`src/rtl/compare_sched.sv`:
```
// Search scheduler for the 13-segment compare engine array: round-robin issue
// arbitration, in-flight tag tracking and drain/quiesce for table updates.
module compare_sched #(
  parameter int unsigned KWID = 104,
  parameter int unsigned NREQ = 4,
  parameter int unsigned IDW  = 2,
  parameter int unsigned LAT  = 2,
  parameter int unsigned RWID = 130
) (
  input  logic                 clk,
  input  logic                 rst,
  input  logic [NREQ-1:0]      i_Req_Valid,
  input  logic [NREQ*KWID-1:0] i_Req_Key,
  output logic [NREQ-1:0]      o_Req_Ready,
  output logic                 o_Eng_Valid,
  output logic [KWID-1:0]      o_Eng_Key,
  input  logic [RWID-1:0]      i_Eng_Result,
  output logic                 o_Rsp_Valid,
  output logic [IDW-1:0]       o_Rsp_Id,
  output logic [RWID-1:0]      o_Rsp_Data,
  input  logic                 i_Upd_Req,
  output logic                 o_Upd_Grant,
  output logic [2:0]           o_Inflight
);

  localparam int unsigned CNTW = 3;

  typedef enum logic [1:0] {ST_RUN, ST_DRAIN, ST_UPD} state_e;

  state_e                  state_q, state_d;
  logic [IDW-1:0]          ptr_q, ptr_d;
  logic                    eng_valid_q, eng_valid_d;
  logic [KWID-1:0]         eng_key_q, eng_key_d;
  logic [IDW-1:0]          eng_id_q, eng_id_d;
  logic [LAT-1:0]          tag_vld_q, tag_vld_d;
  logic [LAT-1:0][IDW-1:0] tag_id_q, tag_id_d;
  logic                    rsp_valid_q, rsp_valid_d;
  logic [IDW-1:0]          rsp_id_q, rsp_id_d;
  logic [RWID-1:0]         rsp_data_q, rsp_data_d;
  logic                    upd_grant_q, upd_grant_d;
  logic [CNTW-1:0]         inflight_q, inflight_d;

  logic                    gnt_found;
  logic [IDW-1:0]          gnt_id;
  logic                    grant_en;
  logic                    hs;
  logic                    retire;

  // Round-robin search starting at ptr_q, wrapping at NREQ.
  always_comb begin
    gnt_found = 1'b0;
    gnt_id    = '0;
    for (int unsigned i = 0; i < NREQ; i++) begin
      if (!gnt_found && i_Req_Valid[IDW'((32'(ptr_q) + i) % NREQ)]) begin
        gnt_found = 1'b1;
        gnt_id    = IDW'((32'(ptr_q) + i) % NREQ);
      end
    end
  end

  assign grant_en    = rst && (state_q == ST_RUN) && !i_Upd_Req;
  assign hs          = grant_en && gnt_found;
  assign o_Req_Ready = hs ? (NREQ'(1) << gnt_id) : '0;
  assign retire      = tag_vld_q[LAT-1];

  always_comb begin
    state_d     = state_q;
    ptr_d       = ptr_q;
    eng_valid_d = hs;
    eng_key_d   = eng_key_q;
    eng_id_d    = eng_id_q;
    tag_vld_d   = LAT'({tag_vld_q, eng_valid_q});
    tag_id_d    = (LAT*IDW)'({tag_id_q, eng_id_q});
    rsp_valid_d = retire;
    rsp_id_d    = rsp_id_q;
    rsp_data_d  = rsp_data_q;
    inflight_d  = inflight_q;

    if (hs) begin
      ptr_d     = (32'(gnt_id) == NREQ - 1) ? '0 : gnt_id + IDW'(1);
      eng_key_d = i_Req_Key[32'(gnt_id)*KWID +: KWID];
      eng_id_d  = gnt_id;
    end

    if (retire) begin
      rsp_id_d   = tag_id_q[LAT-1];
      rsp_data_d = i_Eng_Result;
    end

    case ({hs, retire})
      2'b10:   inflight_d = inflight_q + CNTW'(1);
      2'b01:   inflight_d = inflight_q - CNTW'(1);
      default: inflight_d = inflight_q;
    endcase

    // An empty pipeline lets RUN hand the array straight to the updater.
    case (state_q)
      ST_RUN: begin
        if (i_Upd_Req) state_d = (inflight_q == '0) ? ST_UPD : ST_DRAIN;
      end
      ST_DRAIN: begin
        if (!i_Upd_Req)              state_d = ST_RUN;
        else if (inflight_q == '0)   state_d = ST_UPD;
      end
      ST_UPD: begin
        if (!i_Upd_Req) state_d = ST_RUN;
      end
      default: state_d = ST_RUN;
    endcase

    upd_grant_d = (state_d == ST_UPD);
  end

  always_ff @(posedge clk or negedge rst) begin
    if (!rst) begin
      state_q     <= ST_RUN;
      ptr_q       <= '0;
      eng_valid_q <= 1'b0;
      eng_key_q   <= '0;
      eng_id_q    <= '0;
      tag_vld_q   <= '0;
      tag_id_q    <= '0;
      rsp_valid_q <= 1'b0;
      rsp_id_q    <= '0;
      rsp_data_q  <= '0;
      upd_grant_q <= 1'b0;
      inflight_q  <= '0;
    end else begin
      state_q     <= state_d;
      ptr_q       <= ptr_d;
      eng_valid_q <= eng_valid_d;
      eng_key_q   <= eng_key_d;
      eng_id_q    <= eng_id_d;
      tag_vld_q   <= tag_vld_d;
      tag_id_q    <= tag_id_d;
      rsp_valid_q <= rsp_valid_d;
      rsp_id_q    <= rsp_id_d;
      rsp_data_q  <= rsp_data_d;
      upd_grant_q <= upd_grant_d;
      inflight_q  <= inflight_d;
    end
  end

  assign o_Eng_Valid = eng_valid_q;
  assign o_Eng_Key   = eng_key_q;
  assign o_Rsp_Valid = rsp_valid_q;
  assign o_Rsp_Id    = rsp_id_q;
  assign o_Rsp_Data  = rsp_data_q;
  assign o_Upd_Grant = upd_grant_q;
  assign o_Inflight  = inflight_q;

endmodule

```
`config.mk`:
```
export PLATFORM = sky130hd
export DESIGN_NAME = compare_sched
export DESIGN_NICKNAME = d
export VERILOG_FILES = /design/src/rtl/compare_sched.sv
export SDC_FILE = /design/constraint.sdc
export NUM_CORES = 1
export LEC_CHECK = 0
export ABC_CLOCK_PERIOD_IN_PS = 2720
export CAP_MARGIN = 30
export CORE_AREA = 2 2 307 309
export DETAILED_ROUTE_END_ITERATION = 8
export DIE_AREA = 0 0 309 311
export GPL_ROUTABILITY_DRIVEN = 0
export MAX_ROUTING_LAYER = met4
export PLACE_DENSITY = 0.34
export SYNTH_ARGS = -nofsm -noshare
export SYNTH_HDL_FRONTEND = slang
export SYNTH_SLANG_ARGS = --single-unit
```
`constraint.sdc`:
```
create_clock -name clk -period 2.72 [get_ports clk]
set_input_delay 0.544 -clock clk [delete_from_list [all_inputs] [get_ports clk]]
set_output_delay 0.544 -clock clk [all_outputs]
set_load 0.05 [all_outputs]
```
==> results.toml <==
[run_status]
status = "finished with violations"
violations = "setup timing"

[timing]
slew_violations = 0
slew_headroom_pct = 45.9
rsz0062_at_grt = "true"
tightest_slew_ns = 0.811
setup_viol = 4
worst_slack_ns = -0.0204
whs_ns = 0.0490
setup_tns_ns = -0.0482
fmax_mhz = 365
period_share_pct = 101
hold_violations = 0
post-route-min-period_ns = 2.74
skew_ns = 0.0150

[power]
switchingPower_mw = 13.0
power_frac_comb_pct = 58.9
leakagePower_nw = 9.33
p_seq_share_pct = 24.2
swShare_pct = 47.5
ir_drop_mv = 0.459
internal_power_mw = 14.4
power.density_nw_per_um2 = 1150
power.share.clock_pct = 17.0
finalPower_mw = 27.4

[detailed_routing]
first_iter_violations = 445
wirelength_met1_um = 26100
ant_nets = 0
route.detailed.drc = 0
routed.top_layer = "met4"
firstDrtPassIters = 5
routed_via_density = 3.85
drt-total-wl_um = 68000
wl_per_cell_um = 21.5
dr_wl_met2_um = 36000
route.vias.total = 12200
met3_length_um = 4480

[logic_synthesis]
synth_xor_area_share_pct = 0.211
synth_top_family_by_area = "multiplexers"
yosys.area_share.adder_pct = 0.662
synth_area_leaders = "dfrtp_1 (51%), mux2_2 (12%), mux2i_1 (8.5%)"
yosys_warnings = 0
synthFlopType = "dfrtp_1"
synth-simple-area-share_pct = 8.57
ys_ff_latch = 254
synth-edff-count = 0
syn_area_per_cell_sq_um = 11.9
synthMuxAreaShare_pct = 20.4
syn-num-nets = 1610
synth_compound_area_share_pct = 15.0
synthCells = 1051
yosysTopAreaCell = "dfrtp_1"
yosysTopAreaCellShare_pct = 51.0
synthArstFlopShare_pct = 100
synth_cell_type_count = 41
ys_seq_area_share_pct = 51.0
syn_area_sq_um = 12500

[final_layout]
nNetsFinal = 2436
fillers = 9881
drive_gt1_share_pct = 16.2
fin_area_sq_um = 23700
fin_util_pct = 25.5
area_growth_pct = 89.9

[global_route]
track_usage_pct = 14.1
antenna_found_initial = 4
grt_max_degree = 134
grt_overflow_total = 0
grt_pass1_vias = 13600
grt_pass1_wl_um = 96600

[critical_path]
crit_fanout = 4
reg2reg_depth = 11
timing.rr.end = "o_Eng_Key[0]"
critPathKind = "flip-flop to primary output"
worstPathArrival_ns = 2.20
crit_path_start_kind = "flip-flop"
critical_path_required_ns = 2.18
cp-end-kind = "primary output"
reg2reg_slack_ns = 0.34
r2r_start = "ptr_q[1]"

[die]
die_height_um = 311
ioPinCount = 799
rows = 112
coreArea_sq_um = 92800
die_x_um = 309
start_util_pct = 13.4
dieArea_sq_um = 96100

[place]
dpl.hpwl_um = 52000
io_buffers = 798
placed_cell_area_sq_um = 22500

[flow_run]
maxCapViolations = 0

[clock_network]
root_buffer = "clkbuf_16"
clock_sinks = 254
postCtsHoldBufs = 0
cts_tree = "yes"
htree_num_levels = 2
numCtsBuffers = 37
clock_path_buffers = 3
clkTransAtPathRegs_ns = 0.05
clock_latency_ns = 0.54

[hold_path]
min_path_type = "input port to async pin"
[power groups by stage]
| stage | combinational (mW) | sequential [mW] | clock (mW) |
|---|---|---|---|
| after floorplan | 3.56 | 12.7 | 0 |
| after global placement | 16.3 | 6.62 | 0 |
| after detailed placement | 16.2 | 6.66 | 0 |
| after CTS | 16.3 | 6.64 | 4.89 |
| after global routing | 16.9 | 6.86 | 5.04 |
| final | 16.1 | 6.61 | 4.65 |
[cell usage after synthesis, types with 3 or more instances]
library cell / number
o21a_1: 4
buf_2: 19
clkbuf_1: 64
nor2_1: 4
inv_1: 5
a221oi_2: 9
nor4b_1: 62
buf_4: 3
buf_6: 11
o211ai_1: 43
ha_1: 5
and2_1: 4
mux2_2: 132
nand2_1: 53
nand2b_1: 4
mux2i_1: 106
dfrtp_1: 254
o21ai_1: 62
a21o_1: 45
o21ai_0: 43
nand3_1: 43
buf_1: 3
a221oi_1: 52
[worst max-delay path, cell delays in order, from the launching register on]
cell	delay (ns)
dfrtp_2	0.45
buf_6	0.13
a22o_1	0.25
nor2_2	0.15
buf_6	0.15
inv_6	0.04
ha_1	0.18
and2_4	0.16
buf_12	0.15
[metal layers]
| layer | up-vias | GRT usage [%] |
|---|---|---|
| met2 | 481 | 25.5 |
| met1 | 6003 | 15.3 |
| met5 | - | - |
| li1 | 5629 | - |
| met4 | 0 | 3.38 |
| met3 | 71 | 3.58 |
[metrics by stage]
step / instances / worst slack [ns]
floorplan: 1051 / 0.0771
global placement: 3086 / -0.474
detailed placement: 3086 / -0.465
CTS: 3156 / -0.0874
global route: 3161 / -0.128
finish: 3161 / -0.0204
[layout by cell type (no fill, tap or decap), types with 4 or more instances in the layout]
master / Yosys / routed
a21o_1: 45 / 44
a221oi_1: 52 / 52
a221oi_2: 9 / 9
buf_12: 0 / 19
buf_4: 3 / 68
buf_6: 11 / 5
clkbuf_1: 64 / 17
clkbuf_16: 0 / 37
clkbuf_8: 0 / 4
clkdlybuf4s50_1: 0 / 791
clkinv_2: 0 / 4
dfrtp_1: 254 / 251
inv_1: 5 / 4
mux2_2: 132 / 132
mux2i_1: 106 / 106
nand2_1: 53 / 52
nand3_1: 43 / 43
nor4b_1: 62 / 61
o211ai_1: 43 / 43
o21ai_0: 43 / 43
o21ai_1: 62 / 61
[logic make-up (layout without fill, tap and decap cells)]
group / Yosys count / count (layout)
compound gates: 266 / 266
xor+xnor: 3 / 3
fa+ha+maj: 6 / 6
buf+inv: 107 / 960
flops: 254 / 254
mux: 238 / 238
other cells: 0 / 3
simple gates: 177 / 177
[layout make-up]
cell class | count | area (sq um) | share of cell area, %
antenna | 3 | 7.51 | 0.0317
clock buffer | 58 | 1040 | 4.41
clock inverter | 8 | 75.1 | 0.317
inverter | 7 | 31.3 | 0.132
multi-input combinational | 690 | 5690 | 24.0
sequential | 254 | 6360 | 26.9
tap | 1254 | 1570 | 6.62
timing repair buffer | 887 | 8910 | 37.6
[worst max path at each step]
stage | from | end | slack [ns]
4_1_cts | ptr_q[1] | o_Req_Ready[0] | -0.09
5_1_grt | ptr_q[1] | o_Req_Ready[2] | -0.13
3_3_place_gp | i_Req_Valid[3] | o_Req_Ready[1] | -0.47
6_report | ptr_q[1] | o_Req_Ready[2] | -0.02
3_5_place_dp | i_Req_Valid[3] | o_Req_Ready[2] | -0.47
2_1_floorplan | i_Req_Valid[0] | o_Inflight[2] | 0.08
[state kept, by name, summed over array words and instances, names as in the netlist]
register,cells
o_Eng_Valid,1
o_Rsp_Data,130
o_Upd_Grant,1
o_Rsp_Id,2
tag_id_q,2
tag_id_d,2
tag_vld_q,2
eng_id_q,2
o_Inflight,3
o_Eng_Key,104
ptr_q,2
o_Rsp_Valid,1
state_q,2
[repair_timing]
action / 4_1_cts / 5_1_grt
pin swaps: 5 / 2
buffers inserted: 4 / 2
setup endpoints to repair: 4 / 4
resized for setup: 23 / 1
Power figures use the tool's default switching activity.
